**src/rtl/ddr_block_port.sv**
```systemverilog
// CPU block port for a DDR2 controller's native user interface: each request moves one
// 256-bit block as two 128-bit beats, with a level request and a one-cycle done pulse.
//
// state     | meaning
// ----------+--------------------------------------------------------------
// S_IDLE    | waiting for ram_en with calibration complete
// S_WRITE   | command and write-data handshakes for beat r_beat
// S_RD_CMD  | issuing read commands for beat 0 then beat 1
// S_RD_DATA | both read commands accepted, collecting remaining read beats
// S_DONE    | ram_rdy high for this single cycle
module ddr_block_port #(
  parameter int ADDR_W      = 27,
  parameter int BEAT_STRIDE = 8
) (
  input  logic              clk_from_ip,
  input  logic              rst,
  input  logic              ram_en,
  input  logic              ram_write,
  input  logic [29:0]       ram_addr,
  input  logic [255:0]      data_to_ram,
  output logic              ram_rdy,
  output logic [255:0]      block_out,
  output logic              ui_clk,
  input  logic              init_calib_complete,
  output logic [ADDR_W-1:0] app_addr,
  output logic [2:0]        app_cmd,
  output logic              app_en,
  input  logic              app_rdy,
  output logic [127:0]      app_wdf_data,
  output logic              app_wdf_wren,
  output logic              app_wdf_end,
  input  logic              app_wdf_rdy,
  input  logic [127:0]      app_rd_data,
  input  logic              app_rd_data_valid
);

  localparam logic [2:0] CMD_WR = 3'b000;
  localparam logic [2:0] CMD_RD = 3'b001;

  typedef enum logic [2:0] {
    S_IDLE,
    S_WRITE,
    S_RD_CMD,
    S_RD_DATA,
    S_DONE
  } state_t;

  state_t              r_state;
  logic                r_beat;
  logic                r_cmd_done;
  logic                r_wdf_done;
  logic [1:0]          r_rd_cnt;
  logic [ADDR_W-1:0]   r_addr1;
  logic [127:0]        r_wdata_hi;

  logic [ADDR_W-1:0]   w_addr0;
  logic                w_cmd_hs;
  logic                w_wdf_hs;
  logic                w_cmd_ok;
  logic                w_wdf_ok;
  logic                w_rd_beat;
  logic [1:0]          w_rd_cnt_nxt;

  assign ui_clk       = clk_from_ip;
  assign app_wdf_end  = app_wdf_wren;

  assign w_addr0      = ADDR_W'({ram_addr, 4'b0000});
  assign w_cmd_hs     = app_en & app_rdy;
  assign w_wdf_hs     = app_wdf_wren & app_wdf_rdy;
  assign w_cmd_ok     = r_cmd_done | w_cmd_hs;
  assign w_wdf_ok     = r_wdf_done | w_wdf_hs;
  // Read beats can return while the second read command is still pending.
  assign w_rd_beat    = app_rd_data_valid && (r_rd_cnt != 2'd2) &&
                        ((r_state == S_RD_CMD) || (r_state == S_RD_DATA));
  assign w_rd_cnt_nxt = r_rd_cnt + {1'b0, w_rd_beat};

  always_ff @(posedge clk_from_ip) begin
    if (rst) begin
      r_state      <= S_IDLE;
      r_beat       <= 1'b0;
      r_cmd_done   <= 1'b0;
      r_wdf_done   <= 1'b0;
      r_rd_cnt     <= 2'd0;
      r_addr1      <= '0;
      r_wdata_hi   <= '0;
      ram_rdy      <= 1'b0;
      block_out    <= '0;
      app_addr     <= '0;
      app_cmd      <= CMD_WR;
      app_en       <= 1'b0;
      app_wdf_data <= '0;
      app_wdf_wren <= 1'b0;
    end else begin
      if (w_rd_beat) begin
        if (r_rd_cnt == 2'd0) block_out[127:0]   <= app_rd_data;
        else                  block_out[255:128] <= app_rd_data;
        r_rd_cnt <= w_rd_cnt_nxt;
      end

      case (r_state)
        S_IDLE: begin
          if (ram_en && init_calib_complete) begin
            r_beat     <= 1'b0;
            r_cmd_done <= 1'b0;
            r_wdf_done <= 1'b0;
            r_rd_cnt   <= 2'd0;
            r_addr1    <= w_addr0 + ADDR_W'(BEAT_STRIDE);
            r_wdata_hi <= data_to_ram[255:128];
            app_addr   <= w_addr0;
            app_en     <= 1'b1;
            if (ram_write) begin
              app_cmd      <= CMD_WR;
              app_wdf_data <= data_to_ram[127:0];
              app_wdf_wren <= 1'b1;
              r_state      <= S_WRITE;
            end else begin
              app_cmd <= CMD_RD;
              r_state <= S_RD_CMD;
            end
          end
        end

        S_WRITE: begin
          if (w_cmd_ok && w_wdf_ok) begin
            r_cmd_done <= 1'b0;
            r_wdf_done <= 1'b0;
            if (!r_beat) begin
              r_beat       <= 1'b1;
              app_addr     <= r_addr1;
              app_wdf_data <= r_wdata_hi;
              app_en       <= 1'b1;
              app_wdf_wren <= 1'b1;
            end else begin
              app_en       <= 1'b0;
              app_wdf_wren <= 1'b0;
              ram_rdy      <= 1'b1;
              r_state      <= S_DONE;
            end
          end else begin
            // Command and data channels retire independently; remember which side is done.
            if (w_cmd_hs) begin
              app_en     <= 1'b0;
              r_cmd_done <= 1'b1;
            end
            if (w_wdf_hs) begin
              app_wdf_wren <= 1'b0;
              r_wdf_done   <= 1'b1;
            end
          end
        end

        S_RD_CMD: begin
          if (w_cmd_hs) begin
            if (!r_beat) begin
              r_beat   <= 1'b1;
              app_addr <= r_addr1;
            end else begin
              app_en <= 1'b0;
              if (w_rd_cnt_nxt == 2'd2) begin
                ram_rdy <= 1'b1;
                r_state <= S_DONE;
              end else begin
                r_state <= S_RD_DATA;
              end
            end
          end
        end

        S_RD_DATA: begin
          if (w_rd_cnt_nxt == 2'd2) begin
            ram_rdy <= 1'b1;
            r_state <= S_DONE;
          end
        end

        S_DONE: begin
          ram_rdy <= 1'b0;
          r_state <= S_IDLE;
        end

        default: r_state <= S_IDLE;
      endcase
    end
  end

endmodule

```
**config.mk**
```make
export PLATFORM = sky130hd
export DESIGN_NAME = ddr_block_port
export DESIGN_NICKNAME = d
export VERILOG_FILES = /design/src/rtl/ddr_block_port.sv
export SDC_FILE = /design/constraint.sdc
export NUM_CORES = 1
export LEC_CHECK = 0
export ABC_AREA = 1
export BUFFER_PORTS_ARGS = -buffer_cell sky130_fd_sc_hd__buf_2
export CORE_AREA = 2 2 326 328
export DETAILED_ROUTE_END_ITERATION = 8
export DIE_AREA = 0 0 328 330
export PLACE_DENSITY = 0.47
export SYNTH_ARGS = -nofsm -noshare
export SYNTH_HDL_FRONTEND = slang
export SYNTH_SLANG_ARGS = --single-unit
```
**constraint.sdc**
```tcl
create_clock -name clk_from_ip -period 2.58 [get_ports clk_from_ip]
set_input_delay 0.129 -clock clk_from_ip [delete_from_list [all_inputs] [get_ports clk_from_ip]]
set_output_delay 0.129 -clock clk_from_ip [all_outputs]
set_load 0.005 [all_outputs]
```
==> results.md <==
* Clk Latency, worst-skew pair at roughly 0.75 ns
* Hold Path Depth at 6
* Top-Level Pins at ~840
* Syn-to-layout area delta at 55.84%
* Critical path class: flop to flop
* Final worst-path cycle share at 0.8698
* Die area at between 100000 and 150000 µm²
* Hpwl dp at 62310 µm
* Post-route DRC at 0
* Critical Path Fanout Max at 5
* Post-route setup TNS at 0 ns
* Top post-synthesis cells by area: dfxtp_1 52%, o21ai_0 15%, nor2_1 11%
* Row count at 119
* Proportion of layout cells with a drive suffix above 1 at 0.2437
* Final Total Pwr at between 0.03 and 0.04 W
* Starting Density at 0.2094
* Worst path arrival time at approximately 2.9 ns
* Clk_skew at between 0.02 and 0.03 ns
* Max-cap violations at 0
* Most frequent cells in the layout: 828 x buf_2, 663 x o21ai_0, 625 x nor2_1
* Fin worst setup slack at about 0.34 ns
* R2R depth at 14
* Vias in the first global route at approximately 23000
* Clk slew on worst S/H paths at about 0.060 ns
* Synth warn at 0
* Sequential share of power at 0.369
* Final Hold Slack at about 0.057 ns
* First-pass GRT wire length at roughly 130000 µm
* Post-synthesis register bit count at 572
* CTS tree: done
* Core area at 104700 µm²
* Die height at between 300 and 400 µm
* Reg2reg end: r_state[0]
* Post-Syn Area per Cell at ~7.4 µm²
* Crit start category: flop
* P_sw at between 0.01 and 0.015 W
* Worst r2r src: r_state[2]
* Unrepaired setup endpoints after global routing: false
* Routed len/inst at approximately 16 µm
* Crit end category: flop
* Drt via density at a little over 4
* Hold-fix buffers, CTS at between 400 and 500
* Maximum vdd drop at about 0.56 mV
* Pre-CTS setup slack at 0.3340 ns
* Cell taking the most area after synthesis: dfxtp_1
* P_int at around 0.02 W
* Relative slew slack at 0.5663
* Number of hold violations in the final report at 0
* Yosys top cell area share at 0.5223
* Antenna violations before repair at 9
* Clock share of power at 0.328
* Iteration count of the initial detailed-routing pass at 5
* Leakage at about 16 nW
* Final Routed Wirelength at 89720 µm
* Sw frac at 0.3471
* Mapped Cells at slightly below 3000
* Netlist cell types at 23
* DRT iter0 DRCs at about 1100
* Share of total power in combinational logic at 0.303
* Final Setup Violations at 0
* Pwr per Cell Area at between 900 and 1000 nW/µm²
* Setup Fix Bufs, Post-CTS at 0
* Worst hold endpoint: r_cmd_done
* Routability cong. at around 0.8
* Worst endpoint required time at about 3.2 ns
* PostCTS Resize Cnt at 0
* Final #Nets at around 4600
* Fill cell count at ~11000
* Final min period at about 2.2 ns
* Multi-input gate area at about 8300 µm²
* Fmax achieved at about 450 MHz
* GRT overflow at 0
* IO buf count at roughly 830
* Routed via count at 23160
* Min-delay worst type: primary input to flop
* Hold_sp: init_calib_complete
* Mapped cell area at ~22000 µm²
* Largest net degree at the start of global routing at 99
* FF+latch area at around 11000 µm²
* Most common cell after layout, fill and taps aside: buf_2
* Aggregate global-route resource usage at 0.1585
* Least-Margin Pin Slew at between 0.6 and 0.7 ns
* Status: finished, final reports clean
* R2R Setup Slk at roughly 0.34 ns
* Seq/Total Area, Yosys at 0.5223
* ANT nets after route at 0
* Die width at ~330 µm
* Final count of pins violating max slew at 0
flip-flops by register name, indices dropped and copies added, names as in the netlist, 2 cells and up:
name and cells:
r_rd_cnt 2, block_out 256, r_addr1 24, r_wdata_hi 128, app_wdf_data 128, app_addr 24
r_state 3
per-stage QoR:
stage / cell area, µm² / instances / utilization
floorplan: 21940 / 2980 / -
global placement: 27650 / 5045 / 0.2641
detailed placement: 27650 / 5045 / 0.2641
CTS: 34160 / 5580 / 0.3263
global route: 34160 / 5583 / 0.3264
finish: 34160 / 5583 / 0.3264
critical path: stages (launching register included):
cell and delay (ns):
dfxtp_1 0.33, inv_2 0.13, nand3_1 0.13, nand2_1 0.16, nand2_1 0.12, a21oi_1 0.18
ha_1 0.25, inv_1 0.08, nand3_1 0.15, nand2_1 0.09, nand3_1 0.06, nor2_1 0.24
nand2_1 0.09, nand2_1 0.07, nor2_1 0.04
cell type report:
class / instances / share of cell area
sequential: 572 / 0.3352
timing repair buffer: 1311 / 0.2666
multi-input combinational: 1880 / 0.2435
clock buffer: 104 / 0.06168
tap: 1391 / 0.05094
inverter: 303 / 0.03388
clock inverter: 19 / 0.008021
antenna: 3 / 0.0002197
layer usage:
metal  wire, µm  vias up  GRT usage
li1           -    11810          -
met1      36340    10480     0.1804
met2      42750      722     0.2705
met3       7957      135    0.05777
met4       2628        8    0.05983
met5         53        -          0
worst max path at each step:
stage,cells past startpoint,to,slack (ns),startpoint
6_report,14,r_state[0],0.34,r_state[2]
5_1_grt,14,r_state[0],0.06,r_state[2]
4_1_cts,14,r_state[0],0.33,r_state[2]
3_5_place_dp,14,r_state[0],0.33,r_state[2]
3_3_place_gp,14,r_state[1],0.35,r_state[2]
2_1_floorplan,15,r_state[1],0.59,r_state[0]
power groups by stage:
stage / sequential (W) / clock (W) / combinational (W)
detailed placement: 0.0117 / 0.0000168 / 0.00904
global placement: 0.0116 / 0.0000168 / 0.00901
finish: 0.0115 / 0.0102 / 0.00943
CTS: 0.0115 / 0.0106 / 0.00961
global route: 0.0117 / 0.0109 / 0.0107
floorplan: 0.0117 / 0.0000251 / 0.00489
cell families (layout without fill, tap and decap cells):
group | count (synthesis) | in the layout | synth area share
DFF | 572 | 572 | 0.5223
other | 1 | 8 | 0.0001711
AOI/OAI and AO/OA | 934 | 934 | 0.2132
adders and majority gates | 1 | 1 | 0.0005707
buffers and inverters | 528 | 1737 | 0.09988
and+or+nand+nor | 940 | 940 | 0.1638
cells in the mapped netlist:
library cell and n:
o21ai_1 5, nor2_4 1, o21ai_0 663, nand2_2 4, nor2_2 3, nor2_1 625, inv_1 300, conb_1 1
buf_4 12, nand4_1 3, buf_6 9, nand2_1 288, buf_2 75, dfxtp_1 572, clkbuf_1 124, clkinv_1 1
a21oi_1 266, nand3_2 2, clkbuf_2 1, buf_1 4, ha_1 1, nand3_1 14, inv_2 2
Power figures use the tool's default switching activity.
